--- src/rtl/clock_phase_sequencer.sv ---
// clock_phase_sequencer: single-clock enable sequencer.
// Each channel gets a one-cycle enable pulse per programmable period within
// a fixed-length frame. A halt / single-step machine freezes all channels on
// frame boundaries. Config is double-buffered: writes land in a shadow copy
// and are committed to the active copy only on frame boundaries (or while
// halted), so channel alignment never glitches mid-frame.
module clock_phase_sequencer #(
    parameter int NUM_CH     = 4,
    parameter int FRAME_LOG2 = 2,
    localparam int CH_W      = (NUM_CH > 1) ? $clog2(NUM_CH) : 1
) (
    input  logic                  clock,
    input  logic                  reset,
    input  logic                  cfg_we,
    input  logic [CH_W-1:0]       cfg_ch,
    input  logic [2:0]            cfg_div_log2,
    input  logic [FRAME_LOG2-1:0] cfg_phase,
    input  logic                  halt_req,
    input  logic                  step,
    output logic [NUM_CH-1:0]     en,
    output logic                  frame_start,
    output logic                  halted,
    output logic                  cfg_pending
);

    localparam int unsigned    NCH      = NUM_CH;
    localparam logic [2:0]     DIV_MAX  = 3'(FRAME_LOG2);
    localparam logic [CH_W:0]  CH_LIMIT = (CH_W + 1)'(NUM_CH);

    typedef enum logic [1:0] {
        ST_RUN,
        ST_HALTED,
        ST_STEP
    } state_t;

    state_t                state_q, state_d;
    logic [FRAME_LOG2-1:0] cnt_q, cnt_d;

    // Active config drives the enables; shadow config collects writes.
    logic [2:0]            adiv_q [NUM_CH];
    logic [2:0]            adiv_d [NUM_CH];
    logic [FRAME_LOG2-1:0] aph_q  [NUM_CH];
    logic [FRAME_LOG2-1:0] aph_d  [NUM_CH];
    logic [2:0]            sdiv_q [NUM_CH];
    logic [2:0]            sdiv_d [NUM_CH];
    logic [FRAME_LOG2-1:0] sph_q  [NUM_CH];
    logic [FRAME_LOG2-1:0] sph_d  [NUM_CH];
    logic                  pend_q, pend_d;

    logic                  last_slot;
    logic                  commit;
    logic                  cfg_hit;
    logic [2:0]            wr_div;
    logic [FRAME_LOG2-1:0] wr_phase;

    // Low d bits set: selects the position within a 2^d-cycle period.
    function automatic logic [FRAME_LOG2-1:0] period_mask(input logic [2:0] d);
        logic [FRAME_LOG2-1:0] m;
        m = '0;
        for (int unsigned b = 0; b < FRAME_LOG2; b++) begin
            m[b] = (3'(b) < d);
        end
        return m;
    endfunction

    function automatic logic [2:0] default_div(input int unsigned ch);
        if (ch == 0)      return 3'd0;
        else if (ch == 1) return 3'd1;
        else              return DIV_MAX;
    endfunction

    function automatic logic [FRAME_LOG2-1:0] default_phase(input int unsigned ch);
        if (ch == 0)      return '0;
        else if (ch == 1) return FRAME_LOG2'(1);
        else              return '1;
    endfunction

    // Boundary detection and sanitising of the incoming config write.
    always_comb begin
        last_slot = (cnt_q == '1);
        commit    = (state_q == ST_HALTED) || last_slot;
        cfg_hit   = cfg_we && ({1'b0, cfg_ch} < CH_LIMIT);
        wr_div    = (cfg_div_log2 > DIV_MAX) ? DIV_MAX : cfg_div_log2;
        wr_phase  = cfg_phase & period_mask(wr_div);
    end

    // Halt / step state machine and frame counter next-state.
    always_comb begin
        state_d = state_q;
        cnt_d   = cnt_q + 1'b1;
        unique case (state_q)
            ST_RUN: begin
                if (last_slot && halt_req) state_d = ST_HALTED;
            end
            ST_HALTED: begin
                cnt_d = '0;
                if (step)           state_d = ST_STEP;
                else if (!halt_req) state_d = ST_RUN;
            end
            ST_STEP: begin
                if (last_slot) state_d = halt_req ? ST_HALTED : ST_RUN;
            end
            default: begin
                state_d = ST_RUN;
                cnt_d   = '0;
            end
        endcase
    end

    // Shadow/active config next-state. Commit copies the shadow as it stood
    // before this cycle's write, so a write in the commit cycle waits a frame.
    always_comb begin
        adiv_d = adiv_q;
        aph_d  = aph_q;
        sdiv_d = sdiv_q;
        sph_d  = sph_q;
        pend_d = pend_q;
        if (commit) begin
            adiv_d = sdiv_q;
            aph_d  = sph_q;
            pend_d = 1'b0;
        end
        if (cfg_hit) begin
            sdiv_d[cfg_ch] = wr_div;
            sph_d[cfg_ch]  = wr_phase;
            pend_d         = 1'b1;
        end
    end

    // State, counter and config registers with synchronous reset.
    always_ff @(posedge clock) begin
        if (reset) begin
            state_q <= ST_RUN;
            cnt_q   <= '0;
            pend_q  <= 1'b0;
            for (int unsigned i = 0; i < NCH; i++) begin
                adiv_q[i] <= default_div(i);
                aph_q[i]  <= default_phase(i);
                sdiv_q[i] <= default_div(i);
                sph_q[i]  <= default_phase(i);
            end
        end else begin
            state_q <= state_d;
            cnt_q   <= cnt_d;
            pend_q  <= pend_d;
            adiv_q  <= adiv_d;
            aph_q   <= aph_d;
            sdiv_q  <= sdiv_d;
            sph_q   <= sph_d;
        end
    end

    // Outputs decoded from registered state, forced low while reset is high.
    always_comb begin
        logic running;
        running = !reset && (state_q != ST_HALTED);
        en      = '0;
        for (int unsigned i = 0; i < NCH; i++) begin
            en[i] = running && ((cnt_q & period_mask(adiv_q[i])) == aph_q[i]);
        end
        frame_start = running && (cnt_q == '0);
        halted      = !reset && (state_q == ST_HALTED);
        cfg_pending = !reset && pend_q;
    end

endmodule

--- config.mk ---
export PLATFORM = sky130hd
export DESIGN_NAME = clock_phase_sequencer
export DESIGN_NICKNAME = d
export VERILOG_FILES = /design/src/rtl/clock_phase_sequencer.sv
export SDC_FILE = /design/constraint.sdc
export NUM_CORES = 1
export LEC_CHECK = 0
export CORE_UTILIZATION = 55
export CTS_CLUSTER_DIAMETER = 150
export DETAILED_ROUTE_END_ITERATION = 16
export HOLD_SLACK_MARGIN = 0.06
export PLACE_DENSITY = 0.77
export SLEW_MARGIN = 10
export SYNTH_ARGS = -nofsm -noshare
export SYNTH_HDL_FRONTEND = slang
export SYNTH_SLANG_ARGS = --single-unit
--- constraint.sdc ---
create_clock -name clock -period 1.9 [get_ports clock]
set_input_delay 0.19 -clock clock [delete_from_list [all_inputs] [get_ports clock]]
set_output_delay 0.19 -clock clock [all_outputs]
set_load 0.05 [all_outputs]
==> results of run 1 <==
[metal layers]
layer,vias up,GRT usage
met3,5,0.0576
li1,761,-
met2,41,0.392
met1,698,0.318
met4,0,0.0797
met5,-,0
[power breakdown]
part	switching [W]	leakage, nW	internal [W]
combinational	0.000142	0.411	0.000137
clock	0.000305	0.0552	0.000407
sequential	0.0000285	0.367	0.000979
[timing repair]
action | CTS | global route
setup endpoints to repair | 3 | 4
resized for setup | 3 | 3
pin swaps | 0 | 1
setup buffers | 0 | 0
[registers in the layout, summed over array words and instances, names as in the netlist]
name,count
aph_q,8
sdiv_q,12
cnt_q,2
sph_q,8
adiv_q,12
pend_q,1
state_q,2
[worst max path at each step]
stage               cells past startpoint    end  slack, ns
detailed placement                      3  en[1]       0.13
finish                                  4  en[2]       0.08
global route                            3  en[1]      -0.04
CTS                                     4  en[1]       0.04
floorplan                               4  en[0]      -0.57
global placement                        3  en[0]       0.16
[metrics by stage]
| step | setup WS (ns) | power (W) |
|---|---|---|
| after floorplan | -0.568 | 0.00119 |
| after global placement | 0.159 | 0.00129 |
| after detailed placement | 0.126 | 0.00130 |
| after CTS | 0.0372 | 0.00200 |
| after global routing | -0.0448 | 0.00208 |
| final | 0.0836 | 0.00200 |
[layout by cell type (no fill, tap or decap), types with 7 or more instances in the layout]
cell	instances
clkdlybuf4s50_1	11
buf_4	7
xnor2_1	8
a21oi_1	18
o21ai_0	20
nor2_1	14
dfxtp_1	43
nand3_1	14
a211o_1	12
[layout make-up]
| cell class | instances | share of cell area |
|---|---|---|
| multi-input combinational | 139 | 0.402 |
| sequential | 45 | 0.399 |
| timing repair buffer | 24 | 0.125 |
| clock inverter | 3 | 0.0287 |
| tap | 44 | 0.0243 |
| clock buffer | 5 | 0.0166 |
| inverter | 3 | 0.00497 |
[kinds of logic after synthesis]
kind of cell,count (synthesis),share of synthesized area
adders and majority gates,2,0.0133
and+or+nand+nor,66,0.209
muxes,4,0.0214
xor gates and xnor gates,8,0.0374
DFF,45,0.481
buffers and inverters,16,0.0461
AOI/OAI and AO/OA,59,0.192
[tightest hold or removal path, delay by kind of cell]
family / cells / cell delay, ns
AOI/OAI and AO/OA: 1 / 0.05
buffers and inverters: 1 / 0.41
and+or+nand+nor: 1 / 0.07
==> impl_metrics.ini, run 1 <==
[finish]
regArea_sq_um = 903
area_growth_pct = 20.9
antenna_cells = 0
utilization = 0.719
fin_area_sq_um = 2270
layout-drive-gt1-share = 0.146
nets = 232
multiInputGateArea_sq_um = 911
num-fill-cells = 248
stdcell_count = 263

[placed_design]
placed_cell_area_sq_um = 2140
dpl.hpwl_mm = 2.74
gp_congestion = 0.753
dp.cells = 255
io_buffers = 18

[setup_path]
critPathMaxFanout = 7
critPathMaxStageDelay_ns = 0.38
cp.arrival_ns = 1.63
start_kind = flip-flop
worstSetupEndpointType = primary output
ff2ff_path_depth = 3
regToRegStartpoint = state_q[1]
slowest_stage = dfxtp_1
r2r_setup_slack_ns = 0.43
crit_type = reg2out
critical_path.cell_chain = and2b_1 -> nor4_1 -> buf_4 -> buf_12
startpoint = state_q[0]
critPathBufInv = 2
crit_family = simple AND/OR/NAND/NOR gates
r2r-end = aph_q[4]
crit_required_ns = 1.71

[timing]
final.period_utilization = 0.956
max_slew.worst_pin.slew_ns = 0.558
hold_viol = 0
rsz0062_at_grt = yes
final.min_clock_period_ns = 1.82
slew_viol_final = 0
slew_headroom = 0.627
setup_viol = 0
clock_skew_ns = 0.00455
max_freq_mhz = 551
tns_ns = 0
hold_slack_ns = 0.409

[logic_synthesis]
synth_edf_count = 0
synth-seq-area-share = 0.481
netlist_area_sq_um = 1870
yosysWarnings = 0
syn-mean-instance-area_sq_um = 9.37
yosys.area.top_type_share = 0.481
synthTopCellsByArea = dfxtp_1 48%, a211o_1 5.6%, o21ai_0 5.3%, a21oi_1 4.8%, nand3_1 3.7%
yosysMostFrequentCell = dfxtp_1
synth_cells = 200
synthTopCellsByCount = 45 x dfxtp_1, 20 x o21ai_0, 18 x a21oi_1
synth_area_leader_cell = dfxtp_1
synth_nets = 214
synth_cell_types = 33
synthFlopType = dfxtp_1
synth_seq_cells = 45
synth-async-reset-ratio = 0

[die]
rows = 20
die_y_um = 60.4
die_area_sq_um = 3650
fp.dieW_um = 60.4
pin_count = 19
start_util = 0.594
core-area_sq_um = 3150

[run]
maxCapViolCount = 0

[grt]
antenna_found_initial = 0
grt_pass1_wl_mm = 6.44
overflow = 0
grt_pass1_vias = 1397
grt_usage = 0.242
grt_max_degree = 25

[clocking]
cts.sinks = 45
htreeDepth = 2
clk_latency_ns = 0.36
cts-root-buf = clkbuf_4
hold_buffers = 0
clk_pin_slew_ns = 0.13
clock_path_buffers = 2
numCtsBuffers = 5
tritoncts = built

[detailed_routing]
wire_per_inst_um = 14.6
drt_iter0_markers = 94
vias_per_cell = 5.72
drc = 0
drtPass1Iterations = 4
drtAntennaViolNets = 0
wl_mm = 3.84
top_layer = met4
met3_length_um = 184
wl_met1_mm = 1.78
num_vias = 1505
wl_met2_mm = 1.83

[power]
vdd_drop_max_mv = 0.621
power.density_nw_per_um2 = 882
leakage_nw = 0.833

[worst_hold_path]
whs_path_depth = 3
hold_path.startpoint = cfg_phase[0]
worstHoldPathType = in2reg
min_to = sph_q[6]

[outcome]
status = finished clean
Power figures use the tool's default switching activity.
==> run 2, diff against run 1 <==
- CTS_CLUSTER_DIAMETER: 150 -> unset
==> results of run 2 <==
The final DEF is identical to that of run 1; final timing and power are the same.
==> run 3, diff against run 2 <==
- ABC_CLOCK_PERIOD_IN_PS: unset -> 1900
==> results of run 3 <==
The final DEF is identical to that of run 1; final timing and power are the same.
